[src/rtl/aes_round_seq.sv]
// AES round sequencer: steps the round datapath through key warm-up, the
// initial AddRoundKey, the cipher rounds and a one-cycle FIN, forward or inverse.
module aes_round_seq #(
  parameter int NR   = 10,
  parameter int KEXP = 10,
  parameter int RW   = 4
) (
  input  logic          clk,
  input  logic          res,
  input  logic          start,
  input  logic          mode,
  input  logic          hold,
  input  logic          abort,
  output logic [2:0]    cs,
  output logic [RW-1:0] rnd,
  output logic          busy,
  output logic          done
);

  localparam logic [2:0] RES = 3'b000;
  localparam logic [2:0] STL = 3'b001;
  localparam logic [2:0] ADD = 3'b010;
  localparam logic [2:0] SUB = 3'b011;
  localparam logic [2:0] SHI = 3'b100;
  localparam logic [2:0] MIX = 3'b101;
  localparam logic [2:0] INV = 3'b110;
  localparam logic [2:0] FIN = 3'b111;

  localparam logic [RW-1:0] NRV   = RW'(NR);
  localparam logic [RW-1:0] ONE   = RW'(1);
  localparam logic [7:0]    KLAST = 8'(KEXP - 1);

  logic [7:0] key_cnt;
  logic       mode_q;
  logic       frozen;

  // RES and FIN ignore hold so a pass can always be started and always ends.
  assign frozen = hold && (cs != RES) && (cs != FIN);

  // Decrypt tells its initial ADD (rnd == NR) apart from the per-round ADDs
  // by the round index, which only reaches NR before the first decrement.
  always_ff @(posedge clk or negedge res) begin
    if (!res) begin
      cs      <= RES;
      rnd     <= '0;
      key_cnt <= '0;
      mode_q  <= 1'b0;
    end else if (abort) begin
      cs  <= RES;
      rnd <= '0;
    end else if (!frozen) begin
      case (cs)
        RES: begin
          if (start) begin
            cs      <= INV;
            mode_q  <= mode;
            key_cnt <= '0;
          end
        end
        INV: begin
          if (key_cnt == KLAST) cs <= STL;
          else key_cnt <= key_cnt + 8'd1;
        end
        STL: begin
          rnd <= mode_q ? NRV : '0;
          cs  <= ADD;
        end
        ADD: begin
          if (!mode_q) begin
            if (rnd == NRV) begin
              cs <= FIN;
            end else begin
              cs  <= SUB;
              rnd <= rnd + ONE;
            end
          end else if (rnd == '0) begin
            cs <= FIN;
          end else if (rnd == NRV) begin
            cs  <= SHI;
            rnd <= rnd - ONE;
          end else begin
            cs <= MIX;
          end
        end
        SUB: cs <= mode_q ? ADD : SHI;
        SHI: begin
          if (mode_q) cs <= SUB;
          else if (rnd == NRV) cs <= ADD;
          else cs <= MIX;
        end
        MIX: begin
          if (mode_q) begin
            cs  <= SHI;
            rnd <= rnd - ONE;
          end else begin
            cs <= ADD;
          end
        end
        FIN: cs <= RES;
        default: cs <= RES;
      endcase
    end
  end

  assign busy = (cs != RES);
  assign done = (cs == FIN);

endmodule

[config.mk]
export PLATFORM = sky130hd
export DESIGN_NAME = aes_round_seq
export DESIGN_NICKNAME = d
export VERILOG_FILES = /design/src/rtl/aes_round_seq.sv
export SDC_FILE = /design/constraint.sdc
export NUM_CORES = 1
export LEC_CHECK = 0
export BUFFER_PORTS_ARGS = -buffer_cell sky130_fd_sc_hd__buf_2
export CORE_UTILIZATION = 35
export CTS_CLUSTER_SIZE = 16
export DETAILED_ROUTE_END_ITERATION = 6
export GPL_TIMING_DRIVEN = 0
export PLACE_DENSITY = 0.63
export SLEW_MARGIN = 30
export SYNTH_ARGS = -nofsm -noshare
export SYNTH_HDL_FRONTEND = slang
export SYNTH_SLANG_ARGS = --single-unit
export TNS_END_PERCENT = 20
[constraint.sdc]
create_clock -name clk -period 2.7 [get_ports clk]
set_input_delay 0 -clock clk [delete_from_list [all_inputs] [get_ports clk]]
set_output_delay 0 -clock clk [all_outputs]
set_load 0.02 [all_outputs]
## Yosys cells after proc, flatten, opt, wreduce, memory -nomap -nowiden

Index checks and enable logic that the tools add are counted.

- Bits in registers: 16
- Input bits: 6

- Add/sub/neg operators: 3
- Equal/unequal tests: 19
- Multiplexer cells: 25
- Bitwise gates (word level): 2
- Reduce and logical (&&, ||, !) cells: 11

Operator list:

| operator | number |
|---|---|
| $mux 4 | 8 |
| $mux 3 | 10 |
| $pmux 3 s8 | 1 |
| $mux 8 | 2 |
| $pmux 8 s2 | 1 |
| $eq 3x3->1 const B | 4 |
| $ne 3x3->1 const B | 4 |
| $ne 4x4->1 const B | 3 |
| $pmux 4 s3 | 1 |
| $add 8x1->8 const B | 1 |
| $eq 8x4->1 const B | 1 |
| $eq 3x2->1 const B | 2 |
| $ne 2x2->1 const B | 3 |
| $reduce_and 6->1 | 1 |
| $reduce_and 5->1 | 1 |
| $add 4x1->4 const B | 1 |
| $eq 4x4->1 const B | 1 |
| $logic_not 4->1 | 1 |
| $reduce_and 4->1 | 1 |
| $reduce_bool 4->1 | 1 |
| $sub 4x1->4 const B | 1 |
| $eq 3x1->1 const B | 1 |
| $logic_not 3->1 | 1 |
| $reduce_and 3->1 | 1 |
| 6 further kinds | 8 |

## Logic depth before layout (Yosys ltp)

Gate-level depths: netlist (run 1).

- Depth after elaboration: 7
- Gate-level depth with buffers: 8

## Worst setup path before layout (run 1)

Ideal clock, no wire load.

- Kind: register to register
- Start: register cs[0]
- End: register key_cnt[7]
- Library setup time: 78 ps
- Data arrival time: 1,951 ps
- Slack: 672 ps
- Cell stages (with the launch flop): 7
- Clock period less this slack: 2,028 ps
- Cells stage by stage: dfrtp_1 -> buf_6 -> or3_4 -> a31oi_4 -> o21ai_2 -> or4_1 -> a21oi_1

- Cells in the longest elaborated chain, start to end: 5
- Elaborated cells between the ends (all ways): 12
- Those cells by class: eq/ne: 4; mux: 1; bitwise: 1; reduce/logical: 6

Ends and longest elaborated chain:

| what | line | RTL |
|---|---|---|
| from (decl) | 14 | `output logic [2:0] cs,` |
| from (signal assigned) | 85 | `SUB: cs <= mode_q ? ADD : SHI;` |
| $reduce_bool 3->1 | n/a |  |
| named net busy | 16 | `output logic busy,` |
| $logic_and 1x1->1 (2 in a row) | 38 | `assign frozen = hold && (cs != RES) && (cs != FIN);` |
| $not 1->1 (no source line) | n/a |  |
| $reduce_and 5->1 (no source line) | n/a |  |
| to (signal assigned) | 62 | `else key_cnt <= key_cnt + 8'd1;` |
| to (decl) | 33 | `logic [7:0] key_cnt;` |

The timed path passes the listed nets, and every way through them passes these cells.
A chain may end at the register's enable or synchronous reset.

## Worst setup path in the final report (run 1)

- Start: register key_cnt[0]
- End: register key_cnt[7]

- Cells in the longest elaborated chain, start to end: 3
- Elaborated cells between the ends (all ways): 6
- Those cells by class: add/sub: 1; eq/ne: 2; mux: 2; reduce/logical: 1

Ends and longest elaborated chain:

| what | line |
|---|---|
| $add 8x1->8 or $eq 8x4->1 (tied branches) | 62, 61 |
| $mux 8 or $ne 2x2->1 (tied branches) | n/a |
| $pmux 8 s2 or $reduce_and 5->1 (tied branches) | n/a |

Parallel ways exist; a longest one is shown, timed or not. The select of a mux whose other input is x is not followed.

==> results of run 1 <==
## flip-flops by register name, summed over array words and instances (netlist names)
name	count
cs	3
rnd	4
key_cnt	8
mode_q	1
## worst max-delay path: cells and delay by family, from the launching register on
| family | cells | cell delay, ns |
|---|---|---|
| compound gates | 3 | 0.66 |
| flops | 1 | 0.45 |
| fa+ha+maj | 1 | 0.22 |
| simple gates | 2 | 0.65 |
## power by group through the flow
stage	sequential [mW]	clock, mW	combinational, mW
CTS	0.340	0.168	0.689
global placement	0.343	0	0.668
floorplan	0.368	0	0.490
detailed placement	0.345	0	0.685
global route	0.350	0.177	0.772
finish	0.341	0.159	0.691
## metrics by stage
stage	std cells	utilization	power [mW]
5_1_grt	218	0.423	1.30
2_1_floorplan	153	-	0.858
3_3_place_gp	212	0.406	1.01
4_1_cts	218	0.423	1.20
3_5_place_dp	212	0.406	1.03
6_report	218	0.423	1.19
## final cells by class
class,count,area [um^2]
plain buffers,9,42.5
clock buffers,4,36.3
fillers,365,1940
inverters,11,41.3
multi-input cells,117,758
flip-flops and latches,16,400
well taps,46,57.6
repair buffers,15,85.1
## cell usage in the layout (no fill, tap or decap), drive strengths merged, types with 2 or more instances in the layout
| cell | count |
|---|---|
| a31oi | 3 |
| nor2 | 7 |
| nand2 | 18 |
| ha | 6 |
| a32o | 2 |
| o31ai | 3 |
| a211oi | 3 |
| dfrtp | 16 |
| clkbuf | 11 |
| nor3 | 4 |
| nand3 | 6 |
| or2 | 2 |
| inv | 11 |
| dlygate4sd3 | 2 |
| a21o | 2 |
| nor4b | 2 |
| nor2b | 3 |
| nand3b | 2 |
| a21oi | 14 |
| o211ai | 3 |
| o21ai | 10 |
| mux2i | 2 |
| or4 | 3 |
| o22ai | 3 |
| or3 | 3 |
| buf | 15 |
## synthesized netlist by cell type (2+ instances only)
| cell type | number | share of area |
|---|---|---|
| a31oi_1 | 2 | 0.010 |
| nor2b_1 | 3 | 0.015 |
| nand2_1 | 18 | 0.054 |
| ha_1 | 6 | 0.060 |
| o211ai_1 | 3 | 0.018 |
| nand3b_1 | 2 | 0.012 |
| or2_2 | 2 | 0.010 |
| a21o_1 | 2 | 0.012 |
| inv_1 | 11 | 0.033 |
| a21oi_1 | 14 | 0.056 |
| nor4b_1 | 2 | 0.014 |
| or3_1 | 2 | 0.010 |
| o22ai_1 | 3 | 0.015 |
| o21ai_0 | 9 | 0.036 |
| a211oi_1 | 3 | 0.018 |
| dfrtp_1 | 16 | 0.32 |
| a32o_1 | 2 | 0.016 |
| mux2i_1 | 2 | 0.016 |
| nor2_1 | 7 | 0.021 |
| clkbuf_1 | 7 | 0.021 |
| or4_1 | 3 | 0.018 |
| nand3_1 | 6 | 0.024 |
| nor3_1 | 4 | 0.016 |
| o31ai_1 | 3 | 0.018 |
## worst paths after layout
path,from,to,slack [ns],depth (start not counted)
worst min-delay path,hold,cs[0]$_DFFE_PN0P_,0.10,2
worst max register to register,key_cnt[0]$_DFFE_PN0P_,key_cnt[7]$_DFFE_PN0P_,0.65,6
min in group asynchronous,res,key_cnt[1]$_DFFE_PN0P_,0.15,2
max in group asynchronous,res,rnd[2]$_DFFE_PN0P_,2.29,2
worst min register to register,key_cnt[6]$_DFFE_PN0P_,key_cnt[6]$_DFFE_PN0P_,0.57,2
worst max-delay path,key_cnt[0]$_DFFE_PN0P_,key_cnt[7]$_DFFE_PN0P_,0.65,6
## what timing repair did
| item | 4_1_cts | 5_1_grt |
|---|---|---|
| buffers inserted | 0 | 0 |
| hold buffers | 2 | 0 |
| endpoints found under the hold margin | 17 | 0 |
## cell families after synthesis
family / count (synthesis) / share of synthesized area
adders and majority gates: 6 / 0.0604
buffers and inverters: 20 / 0.0675
AOI/OAI and AO/OA: 51 / 0.282
xor gates and xnor gates: 1 / 0.00705
and+or+nand+nor: 57 / 0.245
DFF: 16 / 0.322
muxes: 2 / 0.0161
## routing by layer
layer	share of wire	wire [um]	global-route usage	vias to the layer above
met5	0	0	0	-
met2	0.51	1500	0.315	35
met4	0.0030	9	0.0667	0
met3	0.040	119	0.0210	2
met1	0.45	1330	0.234	602
li1	-	-	-	606
==> run_results.csv, run 1 <==
group,metric,value,unit
pwr,p_leak,0.620,nW
pwr,p_per_area,838,mW/mm^2
placed_design,port-buffer-count,13,
yosys,syn_nets,165,
grt,grt_max_degree,17,
floorplan,die-area,0.00379,mm^2
critical_path,slowest_stage,"or4_1",
clock_tree,cts.repair.resized,0,
critical_path,crit_arrival,2.27,ns
yosys,ys_types,45,
run,maxCapViolCount,0,
floorplan,rows,21,
placed_design,dp_hpwl,2280,um
timing,max_freq,487,MHz
status,status,"complete, no violations",
finish,antenna_cells,0,
finish,drive_gt1_frac,0.145,
timing,maxSlewHeadroom,0.680,
yosys,syn_area,0.00124,mm^2
critical_path,path_cells,"ha_1, nor4b_1, a31oi_1, o21ai_2, or4_1, a21oi_1",
route,drc,0,
clock_tree,cts.sinks,16,
critical_path,end_kind,"flip-flop",
timing,worst_slack,0.646,ns
pwr,p_sw,565,uW
yosys,syn_area_per_cell,8.12,um^2
pwr,clkPwrFrac,0.134,
grt,antenna_found_initial,0,
placed_design,dp_slack,0.697,ns
yosys,ys_ff_latch,16,
route,drt_first_iter_violations,88,
yosys,async_flop_share,1.00,
route,viasPerCell,5.71,
critical_path,critPathLaunchType,"flip-flop",
clock_tree,cts_made_buffers,3,
floorplan,core,0.00336,mm^2
clock_tree,clockBufferDepth,2,
clock_tree,cts_tree,"done",
critical_path,critical_path_required,2.91,ns
timing,skew,0.00266,ns
finish,nets,185,
clock_tree,clk_transition_reported_paths,0.10,ns
pwr,vdd_drop_max,298,uV
grt,grt_pass1_wl,5150,um
floorplan,die_h,61.6,um
yosys,synth_cells,153,
pwr,internal-power,626,uW
clock_tree,clkLatencyLatePin,0.28,ns
worst_hold_path,hold_path.class,"input pin to flip-flop",
placed_design,place_area,0.00137,mm^2
pwr,seq_power_share,0.286,
route,first_pass_iters,4,
placed_design,globalplace.congestion,0.868,
pwr,swShare,0.474,
grt,grt_overflow,0,
yosys,synth_edf_count,0,
clock_tree,ctsHtreeMaxLevel,1,
grt,track_usage,0.183,
timing,finalSetupTns,0,ns
yosys,yosysSeqAreaShare,0.322,
finish,final_area,0.00142,mm^2
finish,syn_to_final_growth,14.4,%
floorplan,die_w,61.6,um
timing,fin_crit,2.05,ns
timing,final_min_period_over_clock_period,0.761,
floorplan,initial_core_util,0.369,
grt,grt_pass1_vias,1178,
route,wl_per_cell,13.6,um
pwr,comb_power_share,0.580,
critical_path,cp_max_fo,6,
critical_path,critPathKind,"flip-flop to flip-flop",
timing,rsz0062_at_grt,"false",
timing,holdWs,0.102,ns
timing,final_max_slew_viol_count,0,
timing,finalHoldViolations,0,
clock_tree,cts-root-buf,"clkbuf_4",
floorplan,num_io_pins,15,
yosys,synthFlopType,"dfrtp_1",
route,ant_nets,0,
route,vias,1245,
route,routed_wl,2960,um
critical_path,max_stage_delay,0.51,ns
timing,worst_pin_slew,0.480,ns
yosys,yosysWarnings,0,
timing,setup_viol,0,
No activity file was read; power rests on OpenSTA's default activity.
==> run 2, diff against run 1 <==
--- a/config.mk
+++ b/config.mk
@@ -10,7 +10,7 @@
 export CTS_CLUSTER_SIZE = 16
 export DETAILED_ROUTE_END_ITERATION = 6
 export GPL_TIMING_DRIVEN = 0
-export PLACE_DENSITY = 0.63
+export PLACE_DENSITY = 0.64
 export SLEW_MARGIN = 30
 export SYNTH_ARGS = -nofsm -noshare
 export SYNTH_HDL_FRONTEND = slang
==> constraint.sdc (replaced) <==
create_clock -name clk -period 1.65 [get_ports clk]
set_input_delay 0 -clock clk [delete_from_list [all_inputs] [get_ports clk]]
set_output_delay 0 -clock clk [all_outputs]
set_load 0.02 [all_outputs]
==> run 2 against run 1 <==
- the flow now finishes with violations (setup timing)
- count of clock-buffer cells in the layout did not move
- die area did not move
- final area rose by 12%
- hold slack improved by 0.010 ns
- cell count rose by 5.0%
- via count rose by 6.2%
- sequential cell count did not move
- global-route usage fell by 0.73 points
- clock skew rose by 0.0047 ns
- worst setup slack got worse by 0.83 ns
- critical path depth did not move
- register-to-register slack got worse by 0.83 ns
==> run_results.csv, run 2 (synthesis gave the netlist of run 1 again) <==
group,metric,value,unit
pwr,p_per_area,1350,mW/mm^2
route,first_pass_iters,4,
grt,antenna_found_initial,0,
floorplan,num_io_pins,15,
clock_tree,cts.sinks,16,
placed_design,globalplace.congestion,0.885,
timing,maxSlewHeadroom,0.645,
finish,largest_reg_flops,8,
floorplan,initial_core_util,0.369,
critical_path,slowest_stage,"dfrtp_2",
critical_path,critical_path_required,1.86,ns
timing,worst_pin_slew,0.533,ns
timing,skew,0.00732,ns
worst_hold_path,hold_path.class,"input pin to flip-flop",
floorplan,die_w,61.6,um
timing,final_min_period_over_clock_period,1.11,
placed_design,dp_slack,-0.346,ns
critical_path,critPathKind,"flip-flop to flip-flop",
clock_tree,clockBufferDepth,2,
run,maxCapViolCount,0,
clock_tree,cts-root-buf,"clkbuf_4",
timing,holdWs,0.112,ns
floorplan,core,0.00336,mm^2
pwr,p_leak,0.692,nW
pwr,vdd_drop_max,560,uV
finish,syn_to_final_growth,27.7,%
timing,max_freq,544,MHz
critical_path,crit_arrival,2.05,ns
route,routed_wl,3280,um
floorplan,die-area,0.00379,mm^2
critical_path,cp_max_fo,10,
timing,worst_slack,-0.188,ns
route,viasPerCell,5.77,
finish,final_common_cell,"nand2_1",
finish,top_register,"key_cnt",
grt,track_usage,0.175,
status,violations,"setup timing",
route,drt_first_iter_violations,120,
route,drc,0,
grt,grt_overflow,0,
route,vias,1322,
timing,rsz0062_at_grt,"true",
floorplan,die_h,61.6,um
finish,largestRegisters,"key_cnt: 8 flops, rnd: 4 flops, cs: 3 flops",
clock_tree,cts_made_buffers,3,
finish,final_cell_mix,"nand2_1, buf_4, buf_2",
grt,grt_pass1_wl,5000,um
critical_path,path_cells,"or3_4, a31oi_4, o21ai_4, buf_6, or3_1, a21oi_2",
grt,grt_max_degree,17,
timing,finalHoldViolations,0,
timing,fin_crit,1.84,ns
clock_tree,clkLatencyLatePin,0.28,ns
critical_path,max_stage_delay,0.45,ns
finish,antenna_cells,0,
timing,setup_viol,12,
critical_path,end_kind,"flip-flop",
timing,final_max_slew_viol_count,0,
clock_tree,ctsHtreeMaxLevel,1,
status,status,"complete, but fails checks",
finish,nets,196,
grt,grt_pass1_vias,1175,
route,wl_per_cell,14.3,um
finish,drive_gt1_frac,0.317,
placed_design,port-buffer-count,13,
critical_path,critPathLaunchType,"flip-flop",
route,ant_nets,0,
clock_tree,clk_transition_reported_paths,0.10,ns
critical_path,rrSetupSlack,-0.19,ns
clock_tree,cts_tree,"done",
floorplan,rows,21,
placed_design,dp_hpwl,2230,um
-- run 2: cell types whose count changed in the layout (fill, tap and decap cells not counted), sizes merged --
| cell | before | now |
|---|---|---|
| clkbuf | 11 | 9 |
| buf | 15 | 28 |
-- run 2: power by group --
group	leakage (nW)	internal (mW)	switching [mW]
registers	0.211	0.469	0.113
logic	0.466	0.581	0.755
clock network	0.0150	0.0938	0.122
total	0.692	1.14	0.991
-- run 2: per-layer routing --
| layer | wire (um) | part of all wire | global-route usage |
|---|---|---|---|
| met1 | 1420 | 0.43 | 0.224 |
| met2 | 1740 | 0.53 | 0.312 |
| met3 | 84 | 0.026 | 0.0189 |
| met4 | 33 | 0.010 | 0.0476 |
| met5 | 0 | 0 | 0 |
-- run 2: path summary, 6_finish.rpt --
check,from,end,cells after the start
worst max-delay path,cs[2]$_DFFE_PN0P_,key_cnt[2]$_DFFE_PN0P_,6
worst min-delay path,hold,cs[0]$_DFFE_PN0P_,2
worst max register to register,cs[2]$_DFFE_PN0P_,key_cnt[2]$_DFFE_PN0P_,6
worst min register to register,key_cnt[0]$_DFFE_PN0P_,key_cnt[1]$_DFFE_PN0P_,2
max in group asynchronous,res,rnd[0]$_DFFE_PN0P_,2
min in group asynchronous,res,key_cnt[1]$_DFFE_PN0P_,2
-- run 2: stage by stage --
step	utilization	area, um^2	power [mW]	setup TNS, ns	instances
finish	0.472	1590	2.13	-1.15	229
global route	0.472	1590	2.29	-2.26	229
floorplan	-	1250	1.41	-1.07	153
detailed placement	0.408	1370	1.69	-3.02	212
global placement	0.408	1370	1.66	-2.43	212
CTS	0.453	1530	2.05	-1.30	226
-- run 2: area by class of cell --
class / instances / area [um^2]
Tap cell: 46 / 57.6
Clock buffer: 4 / 26.3
Timing Repair Buffer: 29 / 190
Sequential cell: 16 / 407
Buffer: 6 / 35.0
Fill cell: 351 / 1780
Inverter: 11 / 41.3
Multi-Input combinational cell: 117 / 830
-- run 2: worst max-delay path: cells and delay by family, from the launching register on --
kind                   cells  cell delay [ns]
flip-flops                 1             0.45
AO/OA/AOI/OAI              3             0.44
AND/OR/NAND/NOR            2             0.73
buffers and inverters      1             0.15
-- run 2: repair_timing --
action / 4_1_cts / 5_1_grt
hold buffers: 2 / 0
resized for setup: 14 / 15
pin swaps: 6 / 8
setup endpoints to repair: 16 / 15
setup buffers: 10 / 4
hold endpoints to repair: 17 / 0
==> run 3, diff against run 2 <==
--- a/config.mk
+++ b/config.mk
@@ -6,6 +6,7 @@
 export NUM_CORES = 1
 export LEC_CHECK = 0
 export BUFFER_PORTS_ARGS = -buffer_cell sky130_fd_sc_hd__buf_2
+export CORE_MARGIN = 2
 export CORE_UTILIZATION = 35
 export CTS_CLUSTER_SIZE = 16
 export DETAILED_ROUTE_END_ITERATION = 6
==> run 3 against run 2 <==
- the flow still finishes with violations (setup timing)
- clock skew rose by 0.00099 ns
- non-clock buffer count rose by 4
- combinational power rose by 11%
- worst setup slack improved by 0.021 ns
- clock power fell by 3%
- count of clock-buffer cells in the layout did not move
- sequential cell count did not move
- largest cell class unchanged
==> run_results.csv, run 3 (synthesis gave the netlist of run 1 again) <==
group,metric,value,unit
timing,rsz0062_at_grt,"true",
critical_path,critPathKind,"flip-flop to flip-flop",
finish,top_register,"key_cnt",
floorplan,rows,21,
grt,grt_max_degree,17,
critical_path,critPathLaunchType,"flip-flop",
critical_path,crit_arrival,2.03,ns
clock_tree,ctsHtreeMaxLevel,1,
worst_hold_path,hold_path.class,"input pin to flip-flop",
floorplan,initial_core_util,0.369,
clock_tree,clk_transition_reported_paths,0.09,ns
run,maxCapViolCount,0,
route,wl_per_cell,13.8,um
clock_tree,cts-root-buf,"clkbuf_4",
critical_path,cp_max_fo,5,
finish,multi_input_area,873,um^2
finish,drive_gt1_frac,0.374,
timing,finalHoldViolations,0,
pwr,p_leak,0.728,nW
route,first_pass_iters,4,
critical_path,crit_family,"simple AND/OR/NAND/NOR gates",
timing,setup_viol,12,
critical_path,path_cells,"or3_4, a31oi_4, o21ai_4, buf_6, or3_1, a21oi_1",
grt,grt.met3_usage,0.0232,
grt,globalRoute.busiestLayer,"met2",
finish,largestRegisters,"key_cnt: 8 flops, rnd: 4 flops, cs: 3 flops",
route,viasPerCell,5.58,
finish,final_common_cell,"nand2_1",
pwr,p_total,2.26,mW
route,routed_wl,3220,um
route,drc,0,
floorplan,die_w,63.6,um
clock_tree,cts_tree,"done",
critical_path,max_stage_delay,0.44,ns
placed_design,globalplace.congestion,0.837,
floorplan,num_io_pins,15,
finish,stdcell_count,233,
timing,skew,0.00831,ns
clock_tree,cts.sinks,16,
pwr,p_per_area,1350,mW/mm^2
grt,track_usage,0.166,
route,ant_nets,0,
floorplan,die_h,63.6,um
timing,final_min_period_over_clock_period,1.10,
critical_path,slowest_stage,"dfrtp_2",
placed_design,port-buffer-count,13,
timing,maxSlewHeadroom,0.611,
grt,grt_pass1_vias,1232,
grt,grt_overflow,0,
finish,antenna_cells,0,
critical_path,critical_path_required,1.86,ns
grt,grt_util_met2,0.291,
grt,grtUsageMet1,0.199,
floorplan,die-area,0.00404,mm^2
timing,worst_slack,-0.167,ns
finish,syn_to_final_growth,34.9,%
finish,nets,200,
clock_tree,cts_made_buffers,3,
grt,grt_pass1_wl,5390,um
timing,finalSetupTns,-1.24,ns
route,drt_first_iter_violations,84,
timing,final_max_slew_viol_count,0,
critical_path,end_kind,"flip-flop",
finish,final_cell_mix,"nand2_1, buf_4, buf_2",
grt,antenna_found_initial,0,
finish,largest_reg_flops,8,
placed_design,placed_cells,212,
floorplan,core,0.00336,mm^2
finish,seq_area,407,um^2
route,vias,1299,
finish,fill_cells,339,
critical_path,cp_num_buf_inv,1,
clock_tree,clkLatencyLatePin,0.28,ns
timing,max_freq,550,MHz
status,violations,"setup timing",
clock_tree,clockBufferDepth,2,
timing,fin_crit,1.82,ns
status,status,"complete, but fails checks",
pwr,vdd_drop_max,407,uV
placed_design,dp_hpwl,2230,um
timing,worst_pin_slew,0.584,ns
==> run 3: cell count changes in the layout (fill, tap and decap cells not counted), sizes merged <==
cell	before	now
buf	28	32
==> run 3: stage by stage <==
stage	utilization	cell area (um^2)	hold WS, ns	setup slack [ns]
finish	0.499	1680	0.133	-0.167
global route	0.499	1680	0.147	-0.272
CTS	0.461	1550	0.123	-0.198
global placement	0.408	1370	-0.0697	-0.259
floorplan	-	1250	-0.296	-0.178
detailed placement	0.408	1370	-0.0673	-0.334
==> run 3: repair_timing <==
| action | CTS | global route |
|---|---|---|
| setup buffers | 9 | 8 |
| hold buffers | 2 | 0 |
| resized for setup | 22 | 23 |
| hold endpoints to repair | 17 | 0 |
| endpoints found under the setup margin | 16 | 15 |
| pin swaps | 8 | 11 |
==> run 3: cell type report <==
| type | count | share of cell area |
|---|---|---|
| clock buffer | 4 | 0.0157 |
| sequential | 16 | 0.243 |
| buffer | 7 | 0.0276 |
| timing repair buffer | 32 | 0.134 |
| tap | 46 | 0.0343 |
| inverter | 11 | 0.0246 |
| multi-input combinational | 117 | 0.521 |
==> run 3: per-layer routing <==
layer | part of all wire | up-vias
met5 | 0 | -
met4 | 0.021 | 0
met3 | 0.033 | 6
met2 | 0.51 | 33
met1 | 0.44 | 626
li1 | - | 634
==> run 3: worst paths after layout <==
check,startpoint,endpoint,slack (ns),cells after the start
setup / recovery,cs[2]$_DFFE_PN0P_,key_cnt[2]$_DFFE_PN0P_,-0.17,6
hold / removal,hold,cs[0]$_DFFE_PN0P_,0.13,2
setup reg to reg,cs[2]$_DFFE_PN0P_,key_cnt[2]$_DFFE_PN0P_,-0.17,6
hold reg to reg,key_cnt[6]$_DFFE_PN0P_,key_cnt[6]$_DFFE_PN0P_,0.60,2
max in group asynchronous,res,rnd[1]$_DFFE_PN0P_,1.20,2
min in group asynchronous,res,key_cnt[3]$_DFFE_PN0P_,0.15,2
==> run 3: power by group <==
part | total, mW | internal (mW) | switching (mW)
registers | 0.559 | 0.469 | 0.0901
clock network | 0.209 | 0.0936 | 0.116
logic | 1.49 | 0.660 | 0.831
total | 2.26 | 1.22 | 1.04
